==> config.mk <==
export PLATFORM = sky130hd
export DESIGN_NAME = i2s_dac_tx
export DESIGN_NICKNAME = d
export VERILOG_FILES = /design/src/rtl/i2s_pkg.sv /design/src/rtl/i2s_clkdiv.sv /design/src/rtl/i2s_dac_tx.sv
export SDC_FILE = /design/constraint.sdc
export NUM_CORES = 1
export LEC_CHECK = 0
export ABC_AREA = 1
export CORE_ASPECT_RATIO = 0.75
export CORE_UTILIZATION = 40
export CTS_CLUSTER_SIZE = 25
export DETAILED_ROUTE_END_ITERATION = 10
export PLACE_DENSITY = 0.69
export SYNTH_ARGS = -nofsm -noshare
export SYNTH_HDL_FRONTEND = slang
export SYNTH_SLANG_ARGS = --single-unit
==> constraint.sdc <==
create_clock -name clk -period 3.49 [get_ports clk]
set_clock_uncertainty 0.05 [all_clocks]
set_input_delay 0.8725 -clock clk [delete_from_list [all_inputs] [get_ports clk]]
set_output_delay 0.8725 -clock clk [all_outputs]
set_load 0.1 [all_outputs]
==> src/rtl/i2s_pkg.sv <==
`default_nettype none
// ============================================================================
// Module      : i2s_pkg
// Description : Shared constants and types for the I2S DAC transmitter.
//               FRAME_SLOTS : SCLK half-slots per stereo frame (64)
//               HALF_SLOTS  : slots per channel (32)
//               BIT_CNT_W   : width of the frame slot counter
//               SLOT_W      : width of the in-channel slot index
//               chan_e      : channel encoding, matches LRCK polarity
// Revision    : 1.0 - initial release
// ============================================================================
package i2s_pkg;

    localparam int FRAME_SLOTS = 64;
    localparam int HALF_SLOTS  = 32;
    localparam int BIT_CNT_W   = $clog2(FRAME_SLOTS);
    localparam int SLOT_W      = $clog2(HALF_SLOTS);

    typedef enum logic {
        CH_LEFT  = 1'b0,
        CH_RIGHT = 1'b1
    } chan_e;

endpackage : i2s_pkg
`default_nettype wire

==> src/rtl/i2s_clkdiv.sv <==
`default_nettype none
// ============================================================================
// Module      : i2s_clkdiv
// Description : Divides clk down to the I2S bit clock and flags the clk in
//               which the bit clock falls.
// Ports       : clk    - system clock
//               rst_n  - asynchronous active-low reset
//               sclk_o - bit clock, toggles every CLK_DIV clks
//               fall_o - one-clk strobe, high in the clk whose edge drives
//                        sclk_o from 1 to 0
// Revision    : 1.0 - initial release
// ============================================================================
module i2s_clkdiv #(
    parameter int CLK_DIV = 8
) (
    input  logic clk,
    input  logic rst_n,
    output logic sclk_o,
    output logic fall_o
);

    localparam logic [7:0] c_DIV_MAX = 8'(CLK_DIV - 1);

    logic [7:0] div_cnt_q;
    logic [7:0] div_cnt_d;
    logic       sclk_q;
    logic       sclk_d;
    logic       w_wrap;

    always_comb begin
        w_wrap    = (div_cnt_q == c_DIV_MAX);
        div_cnt_d = w_wrap ? 8'd0 : div_cnt_q + 8'd1;
        sclk_d    = w_wrap ? ~sclk_q : sclk_q;
        // Combinational so that consumers update on the same edge as sclk.
        fall_o    = w_wrap & sclk_q;
    end

    always_ff @(posedge clk or negedge rst_n) begin
        if (!rst_n) begin
            div_cnt_q <= 8'd0;
            sclk_q    <= 1'b0;
        end else begin
            div_cnt_q <= div_cnt_d;
            sclk_q    <= sclk_d;
        end
    end

    assign sclk_o = sclk_q;

endmodule : i2s_clkdiv
`default_nettype wire

==> src/rtl/i2s_dac_tx.sv <==
`default_nettype none
// ============================================================================
// Module      : i2s_dac_tx
// Description : Stereo I2S transmitter for an audio DAC. A 64-slot frame is
//               formed from a coherent left/right sample pair latched at the
//               start of every frame; data is MSB first with a one-slot
//               I2S delay after each LRCK edge.
// Options     : I2S_MCLK_EN - when defined, dac_mclk = clk/4; otherwise 0.
// Ports       : clk, rst_n          - clock, async active-low reset
//               enable              - 0 forces dac_sdin low
//               l_data, r_data      - samples, latched at frame start
//               sample_req          - one-clk pulse at the frame latch
//               dac_sclk, dac_lrck  - bit clock, word select (1 = right)
//               dac_sdin, dac_mclk  - serial data, master clock
// Revision    : 1.0 - initial release
// ============================================================================
module i2s_dac_tx
    import i2s_pkg::*;
#(
    parameter int CLK_DIV = 8,
    parameter int DATA_W  = 16
) (
    input  logic              clk,
    input  logic              rst_n,
    input  logic              enable,
    input  logic [DATA_W-1:0] l_data,
    input  logic [DATA_W-1:0] r_data,
    output logic              sample_req,
    output logic              dac_sclk,
    output logic              dac_lrck,
    output logic              dac_sdin,
    output logic              dac_mclk
);

    localparam logic [BIT_CNT_W-1:0] c_BIT_CNT_RST = BIT_CNT_W'(FRAME_SLOTS - 1);
    localparam logic [31:0]          c_DATA_W32    = 32'(DATA_W);

    logic                 w_fall;
    logic [BIT_CNT_W-1:0] bit_cnt_q;
    logic [BIT_CNT_W-1:0] bit_cnt_d;
    logic [DATA_W-1:0]    l_sh_q;
    logic [DATA_W-1:0]    l_sh_d;
    logic [DATA_W-1:0]    r_sh_q;
    logic [DATA_W-1:0]    r_sh_d;
    logic                 lrck_q;
    logic                 sdin_q;
    logic                 req_q;

    logic                 w_frame_start;
    chan_e                w_chan;
    logic [SLOT_W-1:0]    w_slot;
    logic [31:0]          w_slot32;
    logic                 w_in_word;
    logic [DATA_W-1:0]    w_word;
    logic [DATA_W-1:0]    w_mask;
    logic                 w_bit;

    i2s_clkdiv #(
        .CLK_DIV (CLK_DIV)
    ) u_clkdiv (
        .clk    (clk),
        .rst_n  (rst_n),
        .sclk_o (dac_sclk),
        .fall_o (w_fall)
    );

    // Everything below describes the slot entered at the next fall, so the
    // shadow registers and the outgoing bit are decided together.
    always_comb begin
        bit_cnt_d     = bit_cnt_q + 1'b1;
        w_frame_start = (bit_cnt_d == '0);
        l_sh_d        = w_frame_start ? l_data : l_sh_q;
        r_sh_d        = w_frame_start ? r_data : r_sh_q;
        w_chan        = chan_e'(bit_cnt_d[BIT_CNT_W-1]);
        w_slot        = bit_cnt_d[SLOT_W-1:0];
        w_slot32      = 32'(w_slot);
        w_word        = (w_chan == CH_RIGHT) ? r_sh_d : l_sh_d;
        // Slot 0 carries the I2S delay bit; slots past DATA_W are padding.
        w_in_word     = (w_slot32 != 32'd0) && (w_slot32 <= c_DATA_W32);
        w_mask        = DATA_W'(1) << (c_DATA_W32 - w_slot32);
        w_bit         = w_in_word & (|(w_word & w_mask));
    end

    always_ff @(posedge clk or negedge rst_n) begin
        if (!rst_n) begin
            bit_cnt_q <= c_BIT_CNT_RST;
            l_sh_q    <= '0;
            r_sh_q    <= '0;
            lrck_q    <= 1'b1;
            sdin_q    <= 1'b0;
            req_q     <= 1'b0;
        end else begin
            req_q <= 1'b0;
            if (w_fall) begin
                bit_cnt_q <= bit_cnt_d;
                l_sh_q    <= l_sh_d;
                r_sh_q    <= r_sh_d;
                lrck_q    <= bit_cnt_d[BIT_CNT_W-1];
                req_q     <= w_frame_start;
                sdin_q    <= enable & w_bit;
            end else if (!enable) begin
                // Mute immediately rather than waiting for the next slot.
                sdin_q <= 1'b0;
            end
        end
    end

    assign sample_req = req_q;
    assign dac_lrck   = lrck_q;
    assign dac_sdin   = sdin_q;

`ifdef I2S_MCLK_EN
    logic [1:0] mclk_cnt_q;

    always_ff @(posedge clk or negedge rst_n) begin
        if (!rst_n) begin
            mclk_cnt_q <= 2'd0;
        end else begin
            mclk_cnt_q <= mclk_cnt_q + 2'd1;
        end
    end

    assign dac_mclk = mclk_cnt_q[1];
`else
    assign dac_mclk = 1'b0;
`endif

endmodule : i2s_dac_tx
`default_nettype wire

### Yosys cells after proc, flatten, opt, wreduce, memory -nomap -nowiden

Index checks and enable logic that the tools add are counted.

| cells by class | value |
|---|---|
| reductions and logical operators | 4 |
| shift-type cells | 1 |
| equality and inequality tests | 2 |
| $add $sub $neg | 3 |
| bitwise gates (word level) | 5 |
| muxes and demuxes | 7 |
| order comparisons | 1 |

Operators with widths:

| kind | number |
|---|---|
| $mux 16 | 3 |
| $shl 1x32->16 const A | 1 |
| $and 16x16->16 | 1 |
| $reduce_or 16->1 | 1 |
| $add 8x1->8 const B | 1 |
| $eq 8x3->1 const B | 1 |
| $mux 8 | 1 |
| $add 6x1->6 const B | 1 |
| $logic_not 6->1 | 1 |
| $sub 5x5->6 const A | 1 |
| $le 5x5->1 const B | 1 |
| $reduce_bool 5->1 | 1 |
| $and 1x1->1 | 3 |
| $mux 1 | 3 |
| $ne 2x1->1 const B | 1 |
| $logic_and 1x1->1 | 1 |
| $not 1->1 | 1 |

| word-level totals | value |
|---|---|
| logic and storage cells | 31 |
| register bits | 50 |
| input port bits | 35 |
| output and inout bits | 5 |

### Depth between registers and ports, before layout

Gate-level depths: netlist of the first run.

| depth | value |
|---|---|
| word-level depth | 9 |
| gate-level depth with buffers | 18 |
| depth with buffers taken out | 18 |

### Modules after synthesis

From an unflattened synthesis of the first run, not the netlist that was laid out.

| unflattened totals | value |
|---|---|
| cell total of the unflattened synthesis | 410 |
| area, all modules | 2842.7 um^2 |

Modules (own cells, without submodules):

| module | instances | area an instance (um^2) | cells an instance | seq. area each (um^2) |
|---|---|---|---|---|
| i2s_dac_tx | 1 | 2392.3 | 350 | 1008.5 |
| i2s_clkdiv | 1 | 450.4 | 60 | 225.2 |

### Worst setup path after synthesis of the first run

No wires, ideal clock.

| timing | value |
|---|---|
| path type | reg-to-reg |
| start | reg bit_cnt_q[5] |
| end | reg sdin_q, in the netlist dac_sdin |
| buffers on the path | 1 |
| data arrival time | 1.896 ns |
| setup slack | 1.424 ns |
| data required time | 3.319 ns |
| stages on the path, launching flop included | 15 |
| cell sequence | dfstp_2 -> nand3_1 -> nand2_2 -> inv_2 -> buf_4 -> a21oi_2 -> nand2_1 -> nand2_1 -> nand2_1 -> nor2_1 -> nand2_1 -> nand2_1 -> nand2_1 -> nand2_1 -> nand2_1 |

| between the ends | value |
|---|---|
| longest elaborated chain between the ends | 9 |

Ends and longest elaborated chain:

| item | line | source |
|---|---|---|
| start: declaration | i2s_dac_tx.sv:39 | `logic [BIT_CNT_W-1:0] bit_cnt_q;` |
| start signal: assignment | i2s_dac_tx.sv:86 | `bit_cnt_q <= c_BIT_CNT_RST;` |
| start signal: assignment | i2s_dac_tx.sv:95 | `bit_cnt_q <= bit_cnt_d;` |
| $add 6x1->6 (*) | i2s_dac_tx.sv:70 | `bit_cnt_d = bit_cnt_q + 1'b1;` |
| $logic_not 6->1 | i2s_dac_tx.sv:71 | `w_frame_start = (bit_cnt_d == '0);` |
| $mux 16, on equally long branches | i2s_dac_tx.sv:72, i2s_dac_tx.sv:73 |  |
| $mux 16 (*) | i2s_dac_tx.sv:77 | `w_word = (w_chan == CH_RIGHT) ? r_sh_d : l_sh_d;` |
| $and 16x16->16 (*) | i2s_dac_tx.sv:81 | `w_bit = w_in_word & (\|(w_word & w_mask));` |
| $reduce_or 16->1 (*) | i2s_dac_tx.sv:81 |  |
| $and 1x1->1 (*) | i2s_dac_tx.sv:81 |  |
| $and 1x1->1 (*) | i2s_dac_tx.sv:100 | `sdin_q <= enable & w_bit;` |
| $mux 1 (*) | i2s_dac_tx.sv:94 | `if (w_fall) begin` |
| end signal: assignment | i2s_dac_tx.sv:100 |  |
| end: declaration | i2s_dac_tx.sv:46 | `logic sdin_q;` |

Mark *: on every way between the ends. The rest lies on a longest branch, timed or not.
A chain may end at the register's enable or synchronous reset.

### Worst setup path in the final report of the first run

| timing | value |
|---|---|
| start | reg bit_cnt_q[0] |
| end | reg r_sh_q[3] |

| between the ends | value |
|---|---|
| longest elaborated chain between the ends | 3 |

Ends and longest elaborated chain:

| item | line | source |
|---|---|---|
| $add 6x1->6 | i2s_dac_tx.sv:70 |  |
| $logic_not 6->1 | i2s_dac_tx.sv:71 |  |
| $mux 16 | i2s_dac_tx.sv:73 | `r_sh_d = w_frame_start ? r_data : r_sh_q;` |
| end signal: assignment | i2s_dac_tx.sv:97 | `r_sh_q <= r_sh_d;` |
| end: declaration | i2s_dac_tx.sv:43 | `logic [DATA_W-1:0] r_sh_q;` |

Every way passes these cells.

==> metrics.cfg, run 1 <==
[outcome]
status=finished with violations
violations=DRC

[sta]
rsz0062_at_grt=no
period_needed_ns=2.71
worst_pin_slew_ns=1.06
whs_ns=0.423
slew_violations=0
max_freq_ghz=0.369
setup-tns-final_ns=0
relSlewSlack_pct=29.4
finalHoldViolCount=0
worst_slack_ns=0.780
fin_crit_sh_pct=77.7
final-setup-viol-count=0

[cts]
htreeDepth=2
clkTransAtPathRegs_ns=0.09
post_cts_buffers=0
cts-root-buf=clkbuf_8
clock_tree.buffer_depth=2
clk_latency_ns=0.30
holdBufCountCts=0
cts.repair.resized=0
cts_made_buffers=5
cts_sinks=49
cts_tree=built

[synthesis]
syn_area_per_cell_um2=6.95
yosys-top-cells-area=dfrtp_1 (39%), nand2_1 (24%), nand3_1 (6.7%)
synth-xor-area-share_pct=1.27
synth_top_cell_by_area=dfrtp_1
synth_area_um2=2770
synth_top_family_by_area=simple AND/OR/NAND/NOR gates
synth_top_area_share_pct=38.9
synth-adder-area-share_pct=0.904
synth_nets=435
synth.distinct_cells=27
async_flop_share_pct=100
ys_seq_area_share_pct=44.6
synth-edff-count=0
ys_seq_elements=49
synthMuxAreaShare_pct=0
syn-instance-count=398
ys.flop_type=dfrtp_1
yosysWarnings=0
synth_compound_area_share_pct=3.75
synth-simple-area-share_pct=41.1

[worst_setup_path]
slowest_stage=dfstp_2
startpoint_type=flip-flop
worstSetupPathType=flip-flop to flip-flop
r2r_slack_ns=0.78
crit_start=bit_cnt_q[0]
endpoint_kind=flip-flop
cp.required_ns=3.61
worstPathCellList=ha_1 -> nand4_2 -> nand2_4 -> nand3_4 -> nor2_2 -> nand2_1 -> buf_4 -> inv_2 -> o21ai_0
cp.arrival_ns=2.83
r2r_end=r_sh_q[3]
r2r_cells=9
worstPathMaxFanout=35
reg2reg_from=bit_cnt_q[0]
cpPeakStageDelay_ns=0.62

[floorplanning]
rows=25
die_h_um=74.0
core_um2=6470
ios=40
die_width_um=98.1
start_util_pct=42.7
dieArea_um2=7260

[layout]
nets=467
final_common_cell=nand2_1
final_cell_mix=nand2_1 (179), dfrtp_1 (43), nand3_1 (37)
layout-drive-gt1-share_pct=8.12
syn2layout_area_growth_pct=17.2
antenna_cells=0

[route]
wire_per_inst_um=12.8
ant_nets=0
remaining_drc_errors=4
vias=2520
wl_mm=6.54
first_pass_iters=7
drtIter0Drc=123
vias_per_cell=4.92

[power]
switching_share_pct=22.9
comb_power_share_pct=6.5
powerDensity_nw_per_um2=298
switching_power_mw=0.221
peakVddDrop_mv=0.140
p_int_mw=0.745
clockPowerShare_pct=34.7
p_seq_share_pct=58.8
leakage_nw=1.60

[global_routing]
grt_usage_pct=19.6
antenna_found_initial=0
grt_max_degree=50
grt-ovfl-total=0
grt_pass1_wl_mm=11.2
grt_pass1_vias=2375

[hold_path]
hold_class=flip-flop to flip-flop
hold_depth=1
worstHoldEndpoint=u_clkdiv.div_cnt_q[0]
min_from=u_clkdiv.div_cnt_q[0]

[placed_design]
io_buffers=38
place_hpwl_mm=4.82
place_ws_ns=0.790
gp_congestion=0.954

[flow_run]
cap_violations=0

[per-layer routing]
metal / global-route usage [%] / up-vias / share of wire [%]
met2: 30.0 / 81 / 42
li1: - / 1296 / -
met1: 28.9 / 1137 / 51
met3: 3.85 / 6 / 6.3
met5: 0 / - / 0
met4: 4.38 / 0 / 0.52
[critical path: cells and delay by family (launching register included)]
kind,cells,cell delay [ns]
simple gates,5,0.77
buf+inv,2,0.69
flops,1,0.62
compound gates,1,0.15
fa+ha+maj,1,0.29
[power groups by stage]
stage	registers (mW)	clock network, mW	logic [mW]
after floorplan	0.584	0	0.00654
after global placement	0.580	0	0.0641
after detailed placement	0.580	0	0.0639
after CTS	0.569	0.347	0.0640
after global routing	0.569	0.369	0.0677
final	0.569	0.335	0.0624
[kinds of logic (layout without fill, tap and decap cells)]
kind of cell,count (synthesis),in the layout
AO/OA/AOI/OAI,20,20
buffers and inverters,51,84
XOR/XNOR,4,4
adder cells (fa/ha/maj),2,2
other,1,1
AND/OR/NAND/NOR,271,271
flip-flops,49,49
[sequential cells by signal, indices dropped and copies added, names as in the netlist]
name	count
u_clkdiv.sclk_o	1
r_sh_q	16
bit_cnt_q	6
u_clkdiv.div_cnt_q	8
l_sh_q	16
sample_req	1
dac_sdin	1
[cell type report]
cell class	count	area, µm²
Clock buffer	6	72.6
Clock inverter	2	13.8
Fill cell	673	3230
Inverter	36	135
Multi-Input combinational cell	298	1310
Sequential cell	49	1230
Tap cell	81	101
Timing Repair Buffer	40	380
[metrics by stage]
step,std cells,cell area [µm²],util (%),total power [mW]
2_1_floorplan,398,2770,-,0.591
3_3_place_gp,504,3160,48.8,0.644
3_5_place_dp,504,3160,48.8,0.643
4_1_cts,512,3240,50.1,0.980
5_1_grt,512,3240,50.1,1.01
6_report,512,3240,50.1,0.966
[Yosys cell counts (all sizes together), types with 4 or more instances]
master and count:
clkbuf 4, buf 11, o21ai 12, inv 35, a21oi 8, dfstp 6, nor2 36, xor2 4
nand3 38, nand2 183, dfrtp 43, nand4 10
[how the worst max path moves through the flow]
stage / to / slack, ns / cells after the start
floorplan: dac_sdin / 1.42 / 14
global placement: r_sh_q[7] / 0.92 / 9
detailed placement: r_sh_q[3] / 0.79 / 9
CTS: r_sh_q[3] / 0.78 / 9
global route: r_sh_q[15] / 0.50 / 10
finish: r_sh_q[3] / 0.78 / 9
Power figures use the tool's default switching activity.
==> run 2: changes to the inputs <==
==> constraint.sdc (replaced) <==
create_clock -name clk -period 2.7 [get_ports clk]
set_clock_uncertainty 0.05 [all_clocks]
set_input_delay 0.675 -clock clk [delete_from_list [all_inputs] [get_ports clk]]
set_output_delay 0.675 -clock clk [all_outputs]
set_load 0.1 [all_outputs]
==> metrics.cfg, run 2 (synthesis gave the netlist of run 1 again) <==
[layout]
top_regs=l_sh_q (16), r_sh_q (16), u_clkdiv.div_cnt_q (8)
antenna_cells=0
layout-drive-gt1-share_pct=8.76
final_common_cell=nand2_1
postLayoutCellArea_um2=3300
nets=470
final_cell_mix=nand2_1 (179), dfrtp_1 (43), nand3_1 (37)
syn2layout_area_growth_pct=19.2

[power]
leakage_nw=1.63
peakVddDrop_mv=0.200
powerDensity_nw_per_um2=408

[cts]
clock_tree.buffer_depth=2
htreeDepth=2
post_cts_buffers=0
cts.repair.resized=0
cts_made_buffers=5
cts_tree=built
cts_sinks=49
clkTransAtPathRegs_ns=0.09
holdBufCountCts=0
cts-root-buf=clkbuf_8
clk_latency_ns=0.31

[sta]
fin_crit_sh_pct=91.7
rsz0062_at_grt=no
worst_pin_slew_ns=0.621
max_freq_ghz=0.404
setup-tns-final_ns=0
slew_violations=0
period_needed_ns=2.48
relSlewSlack_pct=58.6
finalHoldViolCount=0
final-setup-viol-count=0

[worst_setup_path]
cp_top_family=simple AND/OR/NAND/NOR gates
worstPathCellList=ha_1 -> nand2_1 -> inv_2 -> nand3_1 -> nor2_2 -> nor2_1 -> nor2_1 -> nand2_1 -> nand2_1 -> nand2_1 -> nand3_1 -> nor2_1 -> nand2_1 -> nand2_1 -> nand2_1
slowest_stage=dfstp_2
endpoint_kind=flip-flop
crit_top_cell=nand2_1
cp.required_ns=2.90
worstSetupPathType=flip-flop to flip-flop
cpPeakStageDelay_ns=0.61
critPathBufInv=1
cp.arrival_ns=2.68
worstPathMaxFanout=13
startpoint_type=flip-flop

[placed_design]
placed_cell_area_um2=3190
io_buffers=38
gp_congestion=0.880
place_hpwl_mm=4.76

[floorplanning]
die_width_um=98.1
dieArea_um2=7260
ios=40
rows=25
start_util_pct=42.7
core_um2=6470
die_h_um=74.0

[global_routing]
antenna_found_initial=0
grt_pass1_wl_mm=11.3
grt-ovfl-total=0
grt_max_degree=50
grt_usage_pct=19.8
grt_pass1_vias=2348

[hold_path]
hold_class=input port to async pin

[route]
wire_per_inst_um=12.6
vias=2497
drtIter0Drc=114
vias_per_cell=4.85
remaining_drc_errors=4
ant_nets=0
wl_mm=6.51
first_pass_iters=7

[outcome]
violations=DRC
status=finished with violations

[flow_run]
cap_violations=0

==> run 2: cell type report <==
class	count	area, µm²
clock inverter	2	35.0
sequential	49	1230
tap	81	101
clock buffer	6	72.6
inverter	36	135
multi-input combinational	298	1310
timing repair buffer	43	415
fill	653	3180
==> run 2: worst register-to-register path, delay by kind of cell (launching register included) <==
family	cells	cell delay [ns]
buffers and inverters	1	0.13
and+or+nand+nor	13	1.38
DFF	1	0.61
adders and majority gates	1	0.27
==> run 2: final timing paths <==
path / from / endpoint / slack (ns) / cells past startpoint
max in group asynchronous: rst_n / r_sh_q[5] / 1.77 / 2
worst min-delay path: rst_n / l_sh_q[14] / 0.41 / 2
worst min register to register: u_clkdiv.div_cnt_q[0] / u_clkdiv.div_cnt_q[0] / 0.42 / 1
worst max-delay path: bit_cnt_q[0] / dac_sdin / 0.22 / 15
worst max register to register: bit_cnt_q[0] / dac_sdin / 0.22 / 15
min in group clk: u_clkdiv.div_cnt_q[0] / u_clkdiv.div_cnt_q[0] / 0.42 / 1
==> run 2: metal layers <==
layer  global-route usage, %  wire length [µm]
met3                    3.29               291
met1                    30.1              3580
met4                    5.56                58
met2                    29.0              2590
met5                       0                 0
==> run 2: stage by stage <==
step	power [mW]	std cells	worst slack (ns)	utilization, %	hold slack (ns)
floorplan	0.763	398	0.634	-	0.329
global placement	0.833	507	0.308	49.3	0.401
detailed placement	0.833	507	0.257	49.3	0.407
CTS	1.36	515	0.234	51.0	0.419
global route	1.40	515	0.00843	51.0	0.459
finish	1.35	515	0.224	51.0	0.410
==> run 2: report_power, final <==
group / internal [mW] / leakage [nW] / switching [mW]
combinational: 0.0446 / 1.08 / 0.0381
sequential: 0.734 / 0.491 / 0.000468
clock: 0.275 / 0.0552 / 0.254
==> run 3: changes to the inputs <==
--- a/config.mk
+++ b/config.mk
@@ -6,11 +6,11 @@
 export NUM_CORES = 1
 export LEC_CHECK = 0
 export ABC_AREA = 1
-export CORE_ASPECT_RATIO = 0.75
 export CORE_UTILIZATION = 40
 export CTS_CLUSTER_SIZE = 25
 export DETAILED_ROUTE_END_ITERATION = 10
 export PLACE_DENSITY = 0.69
 export SYNTH_ARGS = -nofsm -noshare
 export SYNTH_HDL_FRONTEND = slang
+export SYNTH_HIERARCHICAL = 1
 export SYNTH_SLANG_ARGS = --single-unit
==> metrics.cfg, run 3 <==
[outcome]
status=finished clean

[layout]
nets=486
antenna_cells=0
layout-drive-gt1-share_pct=10.0
finalNonFillerCells=546
top_regs=l_sh_q (16), r_sh_q (16), u_clkdiv/div_cnt_q (8)
final_common_cell=nand2_1
syn2layout_area_growth_pct=19.1
fill_cells=707
final_cell_mix=nand2_1 (181), dfrtp_1 (43), inv_1 (40)

[flow_run]
cap_violations=0

[route]
vias=2562
drtIter0Drc=130
remaining_drc_errors=0
ant_nets=0
vias_per_cell=4.69
wire_per_inst_um=11.2
wl_mm=6.12
first_pass_iters=4

[hold_path]
hold_class=input port to async pin

[synthesis]
synth_top_cell_by_area=dfrtp_1
synth-edff-count=0
async_flop_share_pct=100
ys_seq_area_share_pct=43.4
synth.distinct_cells=30
synth_nets=447
yosysMostFrequentCell=nand2_1
syn-instance-count=410
syn_area_per_cell_um2=6.93
synth_area_um2=2840
synth_top_area_share_pct=37.9
ys_seq_elements=49
yosysWarnings=6
synth_common_cells=nand2_1 (181), dfrtp_1 (43), inv_1 (40), nor2_1 (39), nand3_1 (22)
ys.flop_type=dfrtp_1
yosys-top-cells-area=dfrtp_1 (38%), nand2_1 (24%), dfstp_2 (5.5%)

[floorplanning]
die_width_um=86.3
rows=30
dieArea_um2=7450
start_util_pct=41.6
die_h_um=86.3
ios=40
core_um2=6830

[sta]
finalHoldViolCount=0
worst_pin_slew_ns=0.599
slew_violations=0
final-setup-viol-count=0
period_needed_ns=2.39
rsz0062_at_grt=no
setup-tns-final_ns=0
fin_crit_sh_pct=88.5
relSlewSlack_pct=60.0
max_freq_ghz=0.419

[placed_design]
gp_congestion=0.895
placedCellCount=538
place_hpwl_mm=4.63
io_buffers=38

[cts]
cts_made_buffers=5
holdBufCountCts=0
post_cts_buffers=0
htreeDepth=2
clk_latency_ns=0.30
cts_tree=built
clock_tree.buffer_depth=2
cts-root-buf=clkbuf_8
clkTransAtPathRegs_ns=0.10
cts.repair.resized=0
cts_sinks=49

[worst_setup_path]
reg2reg_from=bit_cnt_q[2]
critPathBufInv=0
worstPathCellList=nand3_1 -> nor2_2 -> nand2_1 -> nand2_1 -> nand2_2 -> nor2_2 -> nand2_1 -> nand2_1 -> nand2_1 -> nand2_1 -> nand2_1 -> nor2_1 -> nand3_1 -> nand2_1 -> nand2_1
cp.arrival_ns=2.54
crit_top_cell=nand2_1
worstPathMaxFanout=15
cpPeakStageDelay_ns=0.67
endpoint_kind=flip-flop
startpoint_type=flip-flop
cp.required_ns=2.85
worstSetupPathType=flip-flop to flip-flop
crit_start=bit_cnt_q[2]
cp_top_family=simple AND/OR/NAND/NOR gates
slowest_stage=dfstp_2
r2r_slack_ns=0.31

[global_routing]
grt-ovfl-total=0
antenna_found_initial=0
grt_max_degree=33
grt_pass1_wl_mm=11.0
grt_pass1_vias=2472
grt_usage_pct=18.7

[power]
clockPowerShare_pct=34.6
switching_share_pct=23.1
switching_power_mw=0.289
p_int_mw=0.964
peakVddDrop_mv=0.167
powerDensity_nw_per_um2=370
comb_power_share_pct=6.7
p_seq_share_pct=58.6
leakage_nw=1.64
power.total_mw=1.25

-- run 3: cell count changes after synthesis, moves of 4 or more --
| cell | change |
|---|---|
| nand3_1 | -15 |
| clkbuf_1 | -4 |
| o21ai_0 | +7 |
| a21oi_1 | -6 |
| nor2_1 | +6 |
| inv_1 | +9 |
-- run 3: logic make-up (layout without fill, tap and decap cells) --
family,count (synthesis),after routing,share of synthesized area [%]
fa+ha+maj,2,2,0.880
other cells,1,1,0.132
buf+inv,57,97,9.29
xor+xnor,1,1,0.308
flops,49,49,43.4
compound gates,29,29,6.07
simple gates,271,271,39.9
-- run 3: final cells by class --
cell class	count	area (µm²)	area share, %
multi-input cells	304	1350	39.7
flip-flops and latches	49	1230	36.4
repair buffers	46	438	12.9
inverters	43	161	4.77
well taps	96	120	3.55
clock buffers	6	72.6	2.14
clock inverters	2	15.0	0.443
-- run 3: power by group through the flow --
stage / logic (mW) / clock network (mW) / registers [mW]
after floorplan: 0.00846 / 0 / 0.755
after global placement: 0.0863 / 0 / 0.749
after global routing: 0.0928 / 0.486 / 0.735
after CTS: 0.0866 / 0.450 / 0.735
after detailed placement: 0.0864 / 0 / 0.749
final: 0.0844 / 0.434 / 0.735
-- run 3: routing by layer --
metal  vias up  track usage (%)  part of all wire, %
li1       1343                -                    -
met1      1155             25.2                   49
met2        55             31.0                   46
met3         9             3.43                  3.1
met4         0             5.15                  1.6
met5         -                0                    0
-- run 3: worst paths after layout --
kind,end,cells past startpoint
worst min register to register,r_sh_q[4],2
worst max register to register,dac_sdin,15
worst max-delay path,dac_sdin,15
max in group asynchronous,bit_cnt_q[5],2
worst min-delay path,sample_req,1
min in group clk,r_sh_q[4],2
-- run 3: stage by stage --
step / area (µm²) / setup WS (ns) / utilization (%) / hold WS [ns]
after global placement: 3300 / 0.351 / 48.3 / 0.407
after global routing: 3390 / 0.0457 / 49.6 / 0.342
after floorplan: 2840 / 0.157 / - / 0.329
after detailed placement: 3300 / 0.346 / 48.3 / 0.409
after CTS: 3390 / 0.300 / 49.6 / 0.325
final: 3390 / 0.311 / 49.6 / 0.301
